### src/rtl/micro_sequencer.sv
// micro_sequencer: decodes RV32I+MUL instructions into microcode routines and steps the micro-PC
// through them, with branch resolution, multiplier wait and illegal-instruction trapping.
module micro_sequencer #(
  parameter int STEP_W  = 3,
  parameter int MUL_LAT = 4
) (
  input  logic              clk,
  input  logic              rst_n,
  input  logic              ins_valid,
  output logic              ins_ready,
  input  logic [31:0]       ins,
  input  logic              zero,
  input  logic              blt,
  input  logic              bge,
  input  logic              ltu,
  input  logic              geu,
  input  logic              u_end,
  output logic [STEP_W+4:0] uaddr,
  output logic              uop_valid,
  output logic              illegal,
  output logic              busy
);
  localparam int CW = $clog2(MUL_LAT + 1);
  typedef enum logic [2:0] {IDLE, RUN, MULW, BRRES, TRAP} state_t;
  state_t            state_q, state_d;
  logic [4:0]        code_q, code_d, dec;
  logic [STEP_W-1:0] step_q, step_d;
  logic [CW-1:0]     cnt_q, cnt_d;
  logic [2:0]        f3_q, f3_d;
  logic [6:0]        op, f7;
  logic [2:0]        f3;
  logic              taken, overrun, unused_ins;
  assign op         = ins[6:0];
  assign f3         = ins[14:12];
  assign f7         = ins[31:25];
  assign unused_ins = ^{ins[24:15], ins[11:7]};
  always_comb begin
    dec = 5'd0;
    case (op)
      7'b0110011:
        if (f7 == 7'b0000000)
          case (f3)
            3'b000:  dec = 5'd1;
            3'b001:  dec = 5'd8;
            3'b010:  dec = 5'd3;
            3'b011:  dec = 5'd4;
            3'b100:  dec = 5'd5;
            3'b101:  dec = 5'd9;
            3'b110:  dec = 5'd6;
            default: dec = 5'd7;
          endcase
        else if (f7 == 7'b0100000)
          dec = (f3 == 3'b000) ? 5'd2 : (f3 == 3'b101) ? 5'd10 : 5'd0;
        else if (f7 == 7'b0000001 && f3 == 3'b000)
          dec = 5'd25;
      7'b0010011:
        case (f3)
          3'b000:  dec = 5'd11;
          3'b001:  dec = (f7 == 7'b0000000) ? 5'd17 : 5'd0;
          3'b010:  dec = 5'd12;
          3'b011:  dec = 5'd13;
          3'b100:  dec = 5'd14;
          3'b101:  dec = (f7 == 7'b0000000) ? 5'd18 : (f7 == 7'b0100000) ? 5'd19 : 5'd0;
          3'b110:  dec = 5'd15;
          default: dec = 5'd16;
        endcase
      7'b0000011: dec = 5'd20;
      7'b0100011: dec = 5'd21;
      7'b1100011: dec = (f3 == 3'b010 || f3 == 3'b011) ? 5'd0 : 5'd29;
      7'b1100111: dec = (f3 == 3'b000) ? 5'd24 : 5'd0;
      7'b1101111: dec = 5'd26;
      7'b0110111: dec = 5'd27;
      7'b0010111: dec = 5'd28;
      default:    dec = 5'd0;
    endcase
  end
  always_comb begin
    case (f3_q)
      3'b000:  taken = zero;
      3'b001:  taken = !zero;
      3'b100:  taken = blt;
      3'b101:  taken = bge;
      3'b110:  taken = ltu;
      3'b111:  taken = geu;
      default: taken = 1'b0;
    endcase
  end
  // A routine that reaches its last step without u_end is cut short rather than wrapping.
  assign overrun = (state_q == RUN) && !u_end && (&step_q);
  always_comb begin
    state_d = state_q;
    code_d  = code_q;
    step_d  = step_q;
    cnt_d   = cnt_q;
    f3_d    = f3_q;
    case (state_q)
      IDLE:
        if (ins_valid) begin
          code_d  = dec;
          step_d  = '0;
          f3_d    = f3;
          state_d = (dec != 5'd0) ? RUN : TRAP;
        end
      RUN:
        if (u_end)
          state_d = (code_q == 5'd29) ? BRRES : IDLE;
        else if (code_q == 5'd25 && step_q == '0) begin
          state_d = MULW;
          cnt_d   = CW'(MUL_LAT);
        end else if (overrun)
          state_d = IDLE;
        else
          step_d = step_q + 1'b1;
      MULW: begin
        cnt_d = cnt_q - 1'b1;
        if (cnt_q == CW'(1)) begin
          state_d = RUN;
          step_d  = STEP_W'(1);
        end
      end
      BRRES: begin
        code_d  = taken ? 5'd23 : 5'd22;
        step_d  = '0;
        state_d = RUN;
      end
      TRAP:    state_d = IDLE;
      default: state_d = IDLE;
    endcase
  end
  always_ff @(posedge clk)
    if (!rst_n) begin
      state_q <= IDLE;
      code_q  <= '0;
      step_q  <= '0;
      cnt_q   <= '0;
      f3_q    <= '0;
    end else begin
      state_q <= state_d;
      code_q  <= code_d;
      step_q  <= step_d;
      cnt_q   <= cnt_d;
      f3_q    <= f3_d;
    end
  assign ins_ready = (state_q == IDLE) && rst_n;
  assign uaddr     = {code_q, step_q};
  assign uop_valid = (state_q == RUN);
  assign illegal   = (state_q == TRAP) || overrun;
  assign busy      = (state_q != IDLE);
endmodule

### config.mk
export PLATFORM = sky130hd
export DESIGN_NAME = micro_sequencer
export DESIGN_NICKNAME = d
export VERILOG_FILES = /design/src/rtl/micro_sequencer.sv
export SDC_FILE = /design/constraint.sdc
export NUM_CORES = 1
export LEC_CHECK = 0
export ABC_AREA = 1
export CAP_MARGIN = 20
export CELL_PAD_IN_SITES_DETAIL_PLACEMENT = 1
export CELL_PAD_IN_SITES_GLOBAL_PLACEMENT = 2
export CORE_AREA = 3 3 78 94
export CTS_CLUSTER_SIZE = 12
export DETAILED_ROUTE_END_ITERATION = 8
export DIE_AREA = 0 0 81 97
export PLACE_DENSITY = 0.91
export REMOVE_ABC_BUFFERS = 1
export SLEW_MARGIN = 25
export SYNTH_ARGS = -nofsm -noshare
export SYNTH_HDL_FRONTEND = slang
export SYNTH_SLANG_ARGS = --single-unit
### constraint.sdc
create_clock -name clk -period 2.35 [get_ports clk]
set_input_delay 0.3525 -clock clk [delete_from_list [all_inputs] [get_ports clk]]
set_output_delay 0.3525 -clock clk [all_outputs]
set_load 0.02 [all_outputs]
**Yosys cells after proc, flatten, opt, wreduce, memory -nomap -nowiden**

Index checks and enable logic that the tools add are counted.
W data, S select, Z words.

- Word-level logic and storage cells: 101
- Bits of input ports: 41
- Bits in registers: 17
- Output and inout port bits: 12

- Equality and inequality tests: 36
- Add/subtract/negate cells: 2
- Mux-type cells: 33
- Reductions and logical operators: 25

Operators with widths:

| cell | number |
|---|---|
| $mux W5 | 9 |
| $pmux W5 S9 | 1 |
| $mux W3 | 12 |
| $pmux W5 S7 | 1 |
| $eq A7 B6 Y1 const B | 4 |
| $pmux W4 S7 | 1 |
| $eq A3 B3 Y1 const B | 8 |
| $pmux W3 S4 | 2 |
| $eq A7 B7 Y1 const B | 3 |
| $eq A7 B5 Y1 const B | 2 |
| $eq A3 B1 Y1 const B | 4 |
| $eq A3 B2 Y1 const B | 4 |
| $logic_not A3 Y1 | 4 |
| $eq A5 B5 Y1 const B | 2 |
| $ne A2 B2 Y1 const B | 5 |
| $pmux W5 S2 | 1 |
| $reduce_and A3 Y1 | 3 |
| $mux W4 | 2 |
| $eq A7 B1 Y1 const B | 1 |
| $eq A7 B2 Y1 const B | 1 |
| $logic_not A7 Y1 | 1 |
| $pmux W1 S6 | 1 |
| $pmux W3 S2 | 1 |
| $reduce_and A6 Y1 | 1 |
| other kinds (14) | 22 |

**Longest topological paths before layout**

Gate-level depths: netlist of run 1.

- Depth in word-level cells: 10
- Mapped depth: 16
- Gate-level depth less buffers: 16

**Least setup slack after synthesis of run 1**

OpenSTA, ideal clock, no wires.

- Kind: reg2out
- Start: reg state_q[0]
- End: out illegal
- Cell stages (with the launch flop): 5
- Data required time: 1.997 ns
- Arrival time: 1.344 ns
- Buffers on the path: 0
- Setup slack: 0.653 ns
- Path through: dfxtp_1 > inv_2 > nor3_2 > nand2_1 > o22ai_1

- Cells in the longest elaborated chain, start to end: 4
- Elaborated cells between the ends (all ways): 5
- Those cells by class: eq/ne: 2; reduce/logical: 3

RTL lines:

| element | line | RTL |
|---|---|---|
| from (decl) | 25 | `state_t state_q, state_d;` |
| from (signal assigned) | 138 | `state_q <= state_d;` |
| $eq A3 B1 Y1 | -- |  |
| net uop_valid | 19 | `output logic uop_valid,` |
| $logic_and A1 B1 Y1 (2 in series) | 89 | `assign overrun = (state_q == RUN) && !u_end && (&step_q);` |
| $logic_or A1 B1 Y1 | 147 | `assign illegal = (state_q == TRAP) \|\| overrun;` |
| to (decl) | 20 | `output logic illegal,` |

The timed path passes the listed nets, and every way through them passes these cells.

**Final worst setup path of run 1**

- Start: reg step_q[0]
- End: out illegal

- Cells in the longest elaborated chain, start to end: 3

RTL lines:

| element | line | RTL |
|---|---|---|
| from (decl) | 27 | `logic [STEP_W-1:0] step_q, step_d;` |
| from (signal assigned) | 140 | `step_q <= step_d;` |
| $reduce_and A3 Y1 | 89 |  |
| $logic_and A1 B1 Y1 | 89 |  |
| $logic_or A1 B1 Y1 | 147 |  |

Every way passes these cells.

==> out/results.tsv, run 1 <==
metric	value	unit
worstPathArrival	1.81	ns
power_leakage	0.931	nW
rows	32	
hold_end	cnt_q[1]	
setup_viol	0	
period_needed	2.16	ns
viasPerCell	4.39	
synth_area	0.00148	mm^2
h-tree-depth	1	
numCtsBuffers	3	
cts_tree	yes	
fin_nets	345	
drv_slew	0	
setup_ws	0.187	ns
drtIter0Drc	27	
crit_path_start_kind	register	
core_area	0.00649	mm^2
path_cells	ha_1 > ha_1 > inv_1 > o22ai_1 > clkdlybuf4s50_1	
fmax	462	MHz
worstPathMaxFanout	4	
cp_slowest_stage_delay	0.62	ns
clock-sinks	17	
synth-seq-area-share	23.0	%
wl	4240	um
dpl.hpwl	3620	um
grt_pass1_wl	7310	um
pin_count	53	
r2r_cells	11	
relSlewSlack	67.1	%
tightest_slew	0.490	ns
wire_per_inst	11.1	um
grt.overflow.total	0	
fillers	870	
drc	0	
fin_area	0.00201	mm^2
ys_ff_latch	17	
yosysWarnings	0	
hold_viol	0	
r2r_start	step_q[0]	
hold_depth	2	
crit_family	buffers and inverters	
initial_utilization	22.8	%
layout_commonest_cell	nand2_1	
cts_setup_buffers	0	
cp-end-kind	primary output	
irDropWorstVdd	0.000122	V
die_area	0.00786	mm^2
critical-path-slowest-cell	clkdlybuf4s50_1	
clk-insertion-delay-late	0.26	ns
hold_start	cnt_q[1]	
synth_area_per_cell	5.78	um^2
postCtsHoldBufs	0	
tns	0	ns
path_buf_inv	2	
multi_input_area	936	um^2
chipHeight	97	um
place_area	0.00196	mm^2
pre_cts_ws	0.110	ns
maxCapViolations	0	
num_antenna_cells	0	
syn2layout_area_growth	35.8	%
layout_common_cells	65 x nand2_1, 38 x inv_1, 37 x nor2_1, 37 x clkdlybuf4s50_1	
power_per_cell_area	409	mW/mm^2
cts_root_buf	clkbuf_8	
grt_pass1_vias	1756	
vias	1683	
grt_max_degree	10	
routabilityCongestion	0.793	
synth_cell_types	32	
critPathKind	register to primary output	
antenna_left	0	
crit_start	step_q[0]	
crit_top_cell	ha_1	
drtPass1Iterations	4	
clkSlewWorstSetupHoldPaths	0.06	ns
cts_resized	0	
fp.dieW	81	um
worst_ep_required_time	2.00	ns
timing.rr.end	step_q[0]	
grt_use_total	11.4	%
syn_inst	256	
status	finished, final reports clean	
finalCritPeriodShare	92.0	%
io_buffers	37	
clock_path_buffers	2	
final.setup_skew	0.00435	ns
antenna_found_initial	0	
rsz0062_at_grt	false	
drive_gt1_share	11.1	%
hold_class	register to register	
reg2reg_slack	0.52	ns
seqCellArea	340	um^2
==> sequential cells by signal, summed over array words and instances (netlist names) <==
name and flops:
code_q 5, f3_q 3, cnt_q 3, state_q 3, step_q 3
==> where the power goes <==
part	internal [W]	switching, W	leakage [nW]	total, W
combinational	0.000120	0.000152	0.769	0.000272
sequential	0.000309	0.0000190	0.139	0.000328
clock	0.000121	0.000100	0.0228	0.000221
total	0.000550	0.000271	0.931	0.000821
==> cell type report <==
| cell class | count | share of cell area, % |
|---|---|---|
| clock buffer | 4 | 2.24 |
| multi-input combinational | 187 | 46.6 |
| timing repair buffer | 40 | 19.6 |
| inverter | 50 | 9.35 |
| tap | 85 | 5.30 |
| sequential | 17 | 16.9 |
==> worst reg2reg max path, stage by stage (launching register included) <==
cell	delay, ns
dfxtp_1	0.34
inv_1	0.09
ha_1	0.15
nand2_1	0.05
nor2_1	0.09
nand4_1	0.11
nor4_1	0.40
nor2_1	0.08
nand2_1	0.17
inv_2	0.07
o21ai_1	0.13
a31oi_1	0.05
==> cell families (layout without fill, tap and decap cells) <==
logic type	after synthesis	count (layout)	synth area share (%)
adders and majority gates	5	5	4.23
buffers and inverters	52	94	13.7
and+or+nand+nor	142	142	43.1
AOI/OAI and AO/OA	40	40	15.9
DFF	17	17	23.0
==> stage by stage <==
stage	power, W	util, %	hold WS, ns	instances
2_1_floorplan	0.000478	-	0.440	254
3_3_place_gp	0.000602	30.3	0.452	379
3_5_place_dp	0.000609	30.3	0.457	379
4_1_cts	0.000834	31.0	0.467	383
5_1_grt	0.000875	31.0	0.472	383
6_report	0.000821	31.0	0.461	383
==> synthesized netlist by cell type (all sizes together) <==
library cell   n  area, um^2
nand2         66         250
inv           47         176
nor2          47         211
nand3         19         105
dfxtp         17         340
a21oi         14        73.8
o21ai         12        60.1
ha             5        62.6
a31oi          4        25.0
clkinv         3        11.3
nand4          3        18.8
nor3           3        25.0
o22ai          3        18.8
nand3b         2        15.0
o211ai         2        15.0
a211oi         1        7.51
a21boi         1        11.3
buf            1        11.3
clkbuf         1        3.75
nor4           1        6.26
o21a           1        7.51
o221ai         1        8.76
o31ai          1        7.51
or2            1        6.26
==> metal layers <==
| layer | GRT usage [%] | up-vias | part of all wire (%) |
|---|---|---|---|
| li1 | - | 891 | - |
| met1 | 13.2 | 756 | 44 |
| met2 | 21.3 | 31 | 51 |
| met3 | 0.838 | 5 | 3.1 |
| met4 | 3.90 | 0 | 1.7 |
| met5 | 0 | - | 0 |
==> worst max-delay path by stage <==
stage	to	slack (ns)	cells past startpoint
6_report	illegal	0.19	5
5_1_grt	ins_ready	0.05	6
4_1_cts	illegal	0.18	5
3_5_place_dp	state_q[0]	0.11	16
3_3_place_gp	state_q[0]	0.16	16
2_1_floorplan	illegal	0.65	4
Note: power is estimated with default switching activity, not from simulation.
==> run 2, diff against run 1 <==
CORE_AREA = 4 4 79 95   (was 3 3 78 94)
DIE_AREA = 0 0 83 99   (was 0 0 81 97)
HOLD_SLACK_MARGIN = 0.03   (was not set)
==> out/results.tsv, run 2 (same netlist as run 1, synthesis figures left out) <==
metric	value	unit	change
setup_viol	0		unchanged
power_leakage	0.930	nW	-0.11%
cts_setup_buffers	0		unchanged
die_area	0.00822	mm^2	+4.6%
vias	1676		-0.42%
reg2reg_slack	0.52	ns	about the same
antenna_left	0		unchanged
clock-sinks	17		unchanged
io_buffers	37		unchanged
fp.dieW	83	um	+2.5%
p_switching	0.000278	W	+2.5%
hold_class	register to register		
numCtsBuffers	3		unchanged
switching_share	33.7	%	+0.63 points
fillers	865		-0.57%
postCtsHoldBufs	0		unchanged
seqCellArea	340	um^2	unchanged
grt_use_total	10.8	%	-0.59 points
layout_commonest_cell	nand2_1		
fmax	464	MHz	+0.29%
hold_end	cnt_q[1]		
crit_cells	5		unchanged
drtIter0Drc	19		-30%
worstPathArrival	1.80	ns	about the same
dpl.hpwl	3690	um	+1.9%
rsz0062_at_grt	false		
hold_start	cnt_q[1]		
crit_path_start_kind	register		
drtPass1Iterations	4		unchanged
drive_gt1_share	11.4	%	+0.34 points
hold_depth	2		unchanged
p_int	0.000548	W	-0.35%
drv_slew	0		unchanged
multi_input_area	936	um^2	unchanged
core_area	0.00649	mm^2	unchanged
path_cells	ha_1 > ha_1 > inv_1 > o22ai_1 > clkdlybuf4s50_1		
viasPerCell	4.38		-0.42%
clk-insertion-delay-late	0.25	ns	about the same
worst_ep_required_time	2.00	ns	about the same
layout_common_cells	65 x nand2_1, 38 x inv_1, 37 x nor2_1, 37 x clkdlybuf4s50_1		
initial_utilization	22.8	%	unchanged
pin_count	53		unchanged
tightest_slew	0.492	ns	+0.00270 ns
crit_top_cell	ha_1		
cp_slowest_stage_delay	0.63	ns	about the same
wl	4300	um	+1.6%
grt_pass1_vias	1744		-0.68%
finalCritPeriodShare	91.8	%	-0.26 points
final.setup_skew	0.00715	ns	+0.00280 ns
regMostFlops	code_q		
r2r_start	step_q[0]		
grt.overflow.total	0		unchanged
antenna_found_initial	0		unchanged
clock_path_buffers	2		unchanged
path_buf_inv	2		unchanged
clkSlewWorstSetupHoldPaths	0.07	ns	about the same
largest_register_ffs	5		unchanged
timing.rr.end	step_q[0]		
r2r_cells	11		unchanged
rows	32		unchanged
syn2layout_area_growth	36.0	%	
crit_start	step_q[0]		
comb_power_share	32.8	%	-0.3 points
cp-end-kind	primary output		
grt_pass1_wl	7620	um	+4.2%
cts_root_buf	clkbuf_8		
grt_max_degree	12		+2
tns	0	ns	unchanged
final_util	31.0	%	+0.058 points
power_per_cell_area	410	mW/mm^2	+0.41%
critPathKind	register to primary output		
status	finished, final reports clean		
period_needed	2.16	ns	-0.00616 ns
h-tree-depth	1		unchanged
drc	0		unchanged
hold_viol	0		unchanged
relSlewSlack	66.9	%	-0.18 points
chipHeight	99	um	+2.1%
fin_nets	345		unchanged
critical-path-slowest-cell	clkdlybuf4s50_1		
maxCapViolations	0		unchanged
cts_tree	yes		
irDropWorstVdd	0.000138	V	+13%
worstPathMaxFanout	4		unchanged
crit_family	buffers and inverters		
seqPwrFrac	39.7	%	-0.2 points
wire_per_inst	11.2	um	+1.6%
cts_resized	0		unchanged
num_antenna_cells	0		unchanged
routabilityCongestion	0.736		-7.2%
p_clk_share	27.5	%	+0.6 points
## run 2: changes by cell type in the layout (fill, tap and decap cells not counted), sizes merged
cell      delta
clkbuf       -1
clkinvlp     +1
## run 2: power groups by stage
stage	Clock, W	Combinational, W	Sequential (W)
finish	0.000227	0.000271	0.000328
global route	0.000247	0.000305	0.000332
CTS	0.000229	0.000275	0.000328
detailed placement	0	0.000274	0.000335
global placement	0	0.000268	0.000334
floorplan	0	0.000135	0.000343
## run 2: area by class of cell
| cell class | instances | area share, % |
|---|---|---|
| inverter | 50 | 9.33 |
| timing repair buffer | 40 | 19.5 |
| multi-input combinational | 187 | 46.5 |
| tap | 85 | 5.29 |
| clock inverter | 1 | 0.373 |
| clock buffer | 3 | 2.05 |
| sequential | 17 | 16.9 |
## run 2: metrics by stage
| stage | hold slack (ns) | total power, W | area [um^2] | setup WS [ns] | std cells |
|---|---|---|---|---|---|
| after floorplan | 0.440 | 0.000478 | 1460 | 0.653 | 254 |
| after global placement | 0.452 | 0.000602 | 1960 | 0.165 | 379 |
| after detailed placement | 0.457 | 0.000609 | 1960 | 0.0992 | 379 |
| after CTS | 0.468 | 0.000832 | 2010 | 0.199 | 383 |
| after global routing | 0.498 | 0.000884 | 2010 | 0.0593 | 383 |
| final | 0.462 | 0.000826 | 2010 | 0.193 | 383 |
## run 2: how the worst max path moves through the flow
stage | slack (ns) | to
3_3_place_gp | 0.16 | state_q[0]
6_report | 0.19 | illegal
3_5_place_dp | 0.1 | state_q[0]
4_1_cts | 0.20 | illegal
2_1_floorplan | 0.65 | illegal
5_1_grt | 0.06 | ins_ready
## run 2: tightest hold or removal path: cells and delay by family (launching register included)
family / cells / cell delay [ns]
compound gates: 1 / 0.05
flops: 1 / 0.31
simple gates: 1 / 0.06
## run 2: per-layer routing
metal  global-route usage [%]  vias up  routed length [um]
li1                         -      898                   -
met2                     20.2       27                2120
met3                     1.25        2                 133
met4                     2.64        0                  31
met1                     13.1      749                2010
met5                        0        -                   0
==> run 3, diff against run 2 <==
clock period = 2.75 ns   (was 2.35 ns; I/O delays follow)
==> out/results.tsv, run 3 (same netlist as run 1, synthesis figures left out) <==
metric	value	unit	change
critPathKind	register to primary output		
h-tree-depth	1		unchanged
antenna_found_initial	0		unchanged
grt_pass1_vias	1756		+0.69%
worst_ep_required_time	2.34	ns	+0.34 ns
clock_path_buffers	2		unchanged
grt_max_degree	10		-2
tns	0	ns	unchanged
reg2reg_slack	0.94	ns	+0.42 ns
viasPerCell	4.43		+1.2%
cts_tree	yes		
rsz0062_at_grt	false		
maxCapViolations	0		unchanged
setup_viol	0		unchanged
fp.dieW	83	um	unchanged
numCtsBuffers	3		unchanged
drtIter0Drc	30		+11
crit_path_start_kind	register		
clock-sinks	17		unchanged
crit_start	state_q[1]		
antenna_left	0		unchanged
clk-insertion-delay-late	0.25	ns	about the same
status	finished, final reports clean		
r2r_start	step_q[0]		
hold_start	cnt_q[1]		
regMostFlops	code_q		
routabilityCongestion	0.789		+7.2%
syn2layout_area_growth	35.8	%	
initial_utilization	22.8	%	unchanged
grt_use_total	10.8	%	about the same
grt_pass1_wl	7530	um	-1.1%
wire_per_inst	11.3	um	+0.93%
vias	1696		+1.2%
cts_root_buf	clkbuf_8		
power_leakage	0.931	nW	+0.11%
io_buffers	37		unchanged
final.setup_skew	0.00184	ns	-0.00531 ns
wl	4340	um	+0.93%
drtPass1Iterations	4		unchanged
num_antenna_cells	0		unchanged
clkSlewWorstSetupHoldPaths	0.07	ns	about the same
rows	32		unchanged
pin_count	53		unchanged
cp-end-kind	primary output		
power_per_cell_area	350	mW/mm^2	-15%
irDropWorstVdd	0.000140	V	+1.8%
drive_gt1_share	11.1	%	-0.34 points
grt.overflow.total	0		unchanged
largest_register_ffs	5		unchanged
drc	0		unchanged
worstPathMaxFanout	5		+1
hold_viol	0		unchanged
chipHeight	99	um	unchanged
core_area	0.00649	mm^2	unchanged
worstPathArrival	1.78	ns	-0.02 ns
relSlewSlack	68.7	%	+1.8 points
fin_nets	345		unchanged
cts_resized	0		unchanged
cts_setup_buffers	0		unchanged
fmax	456	MHz	
tightest_slew	0.466	ns	-0.0266 ns
hold_class	register to register		
final_util	31.0	%	-0.058 points
postCtsHoldBufs	0		unchanged
die_area	0.00822	mm^2	unchanged
dpl.hpwl	3710	um	+0.68%
finalCritPeriodShare	79.7	%	
drv_slew	0		unchanged
layout_commonest_cell	nand2_1		
period_needed	2.19	ns	
layout_common_cells	65 x nand2_1, 38 x inv_1, 37 x nor2_1, 37 x clkdlybuf4s50_1		
## run 3: metrics by stage
stage	setup slack [ns]	hold slack, ns	cells	total power, W	instance area (um^2)
final	0.558	0.479	383	0.000702	2010
after CTS	0.543	0.481	383	0.000711	2010
after detailed placement	0.457	0.472	379	0.000520	1960
after global routing	0.402	0.504	383	0.000752	2010
after global placement	0.514	0.455	379	0.000516	1960
after floorplan	0.993	0.440	254	0.000408	1460
## run 3: power by group
group / internal [W] / total [W] / switching, W
sequential: 0.000264 / 0.000280 / 0.0000166
clock: 0.000103 / 0.000189 / 0.0000866
combinational: 0.000103 / 0.000232 / 0.000129
## run 3: layout make-up
type,instances,area [um^2]
clock buffers,4,45.0
fillers,868,4480
inverters,50,188
multi-input cells,187,936
flip-flops and latches,17,340
well taps,85,106
repair buffers,40,393
## run 3: path summary, 6_finish.rpt
path | endpoint | depth (start not counted)
worst max register to register | cnt_q[2] | 10
worst min-delay path | cnt_q[1] | 2
worst min register to register | cnt_q[1] | 2
worst max-delay path | ins_ready | 6
## run 3: critical path: stages, from the launching register on
cell and delay (ns):
dfxtp_1 0.35, nor2_1 0.12, inv_1 0.06, nor2_1 0.17, inv_1 0.12, nor2_1 0.10
clkdlybuf4s50_1 0.60
## run 3: per-layer routing
layer  up-vias  track usage, %  part of all wire (%)
li1        891               -                     -
met1       768            12.2                    45
met2        32            20.7                    50
met3         5            1.51                   3.7
met4         0            3.40                   1.3
met5         -               0                     0
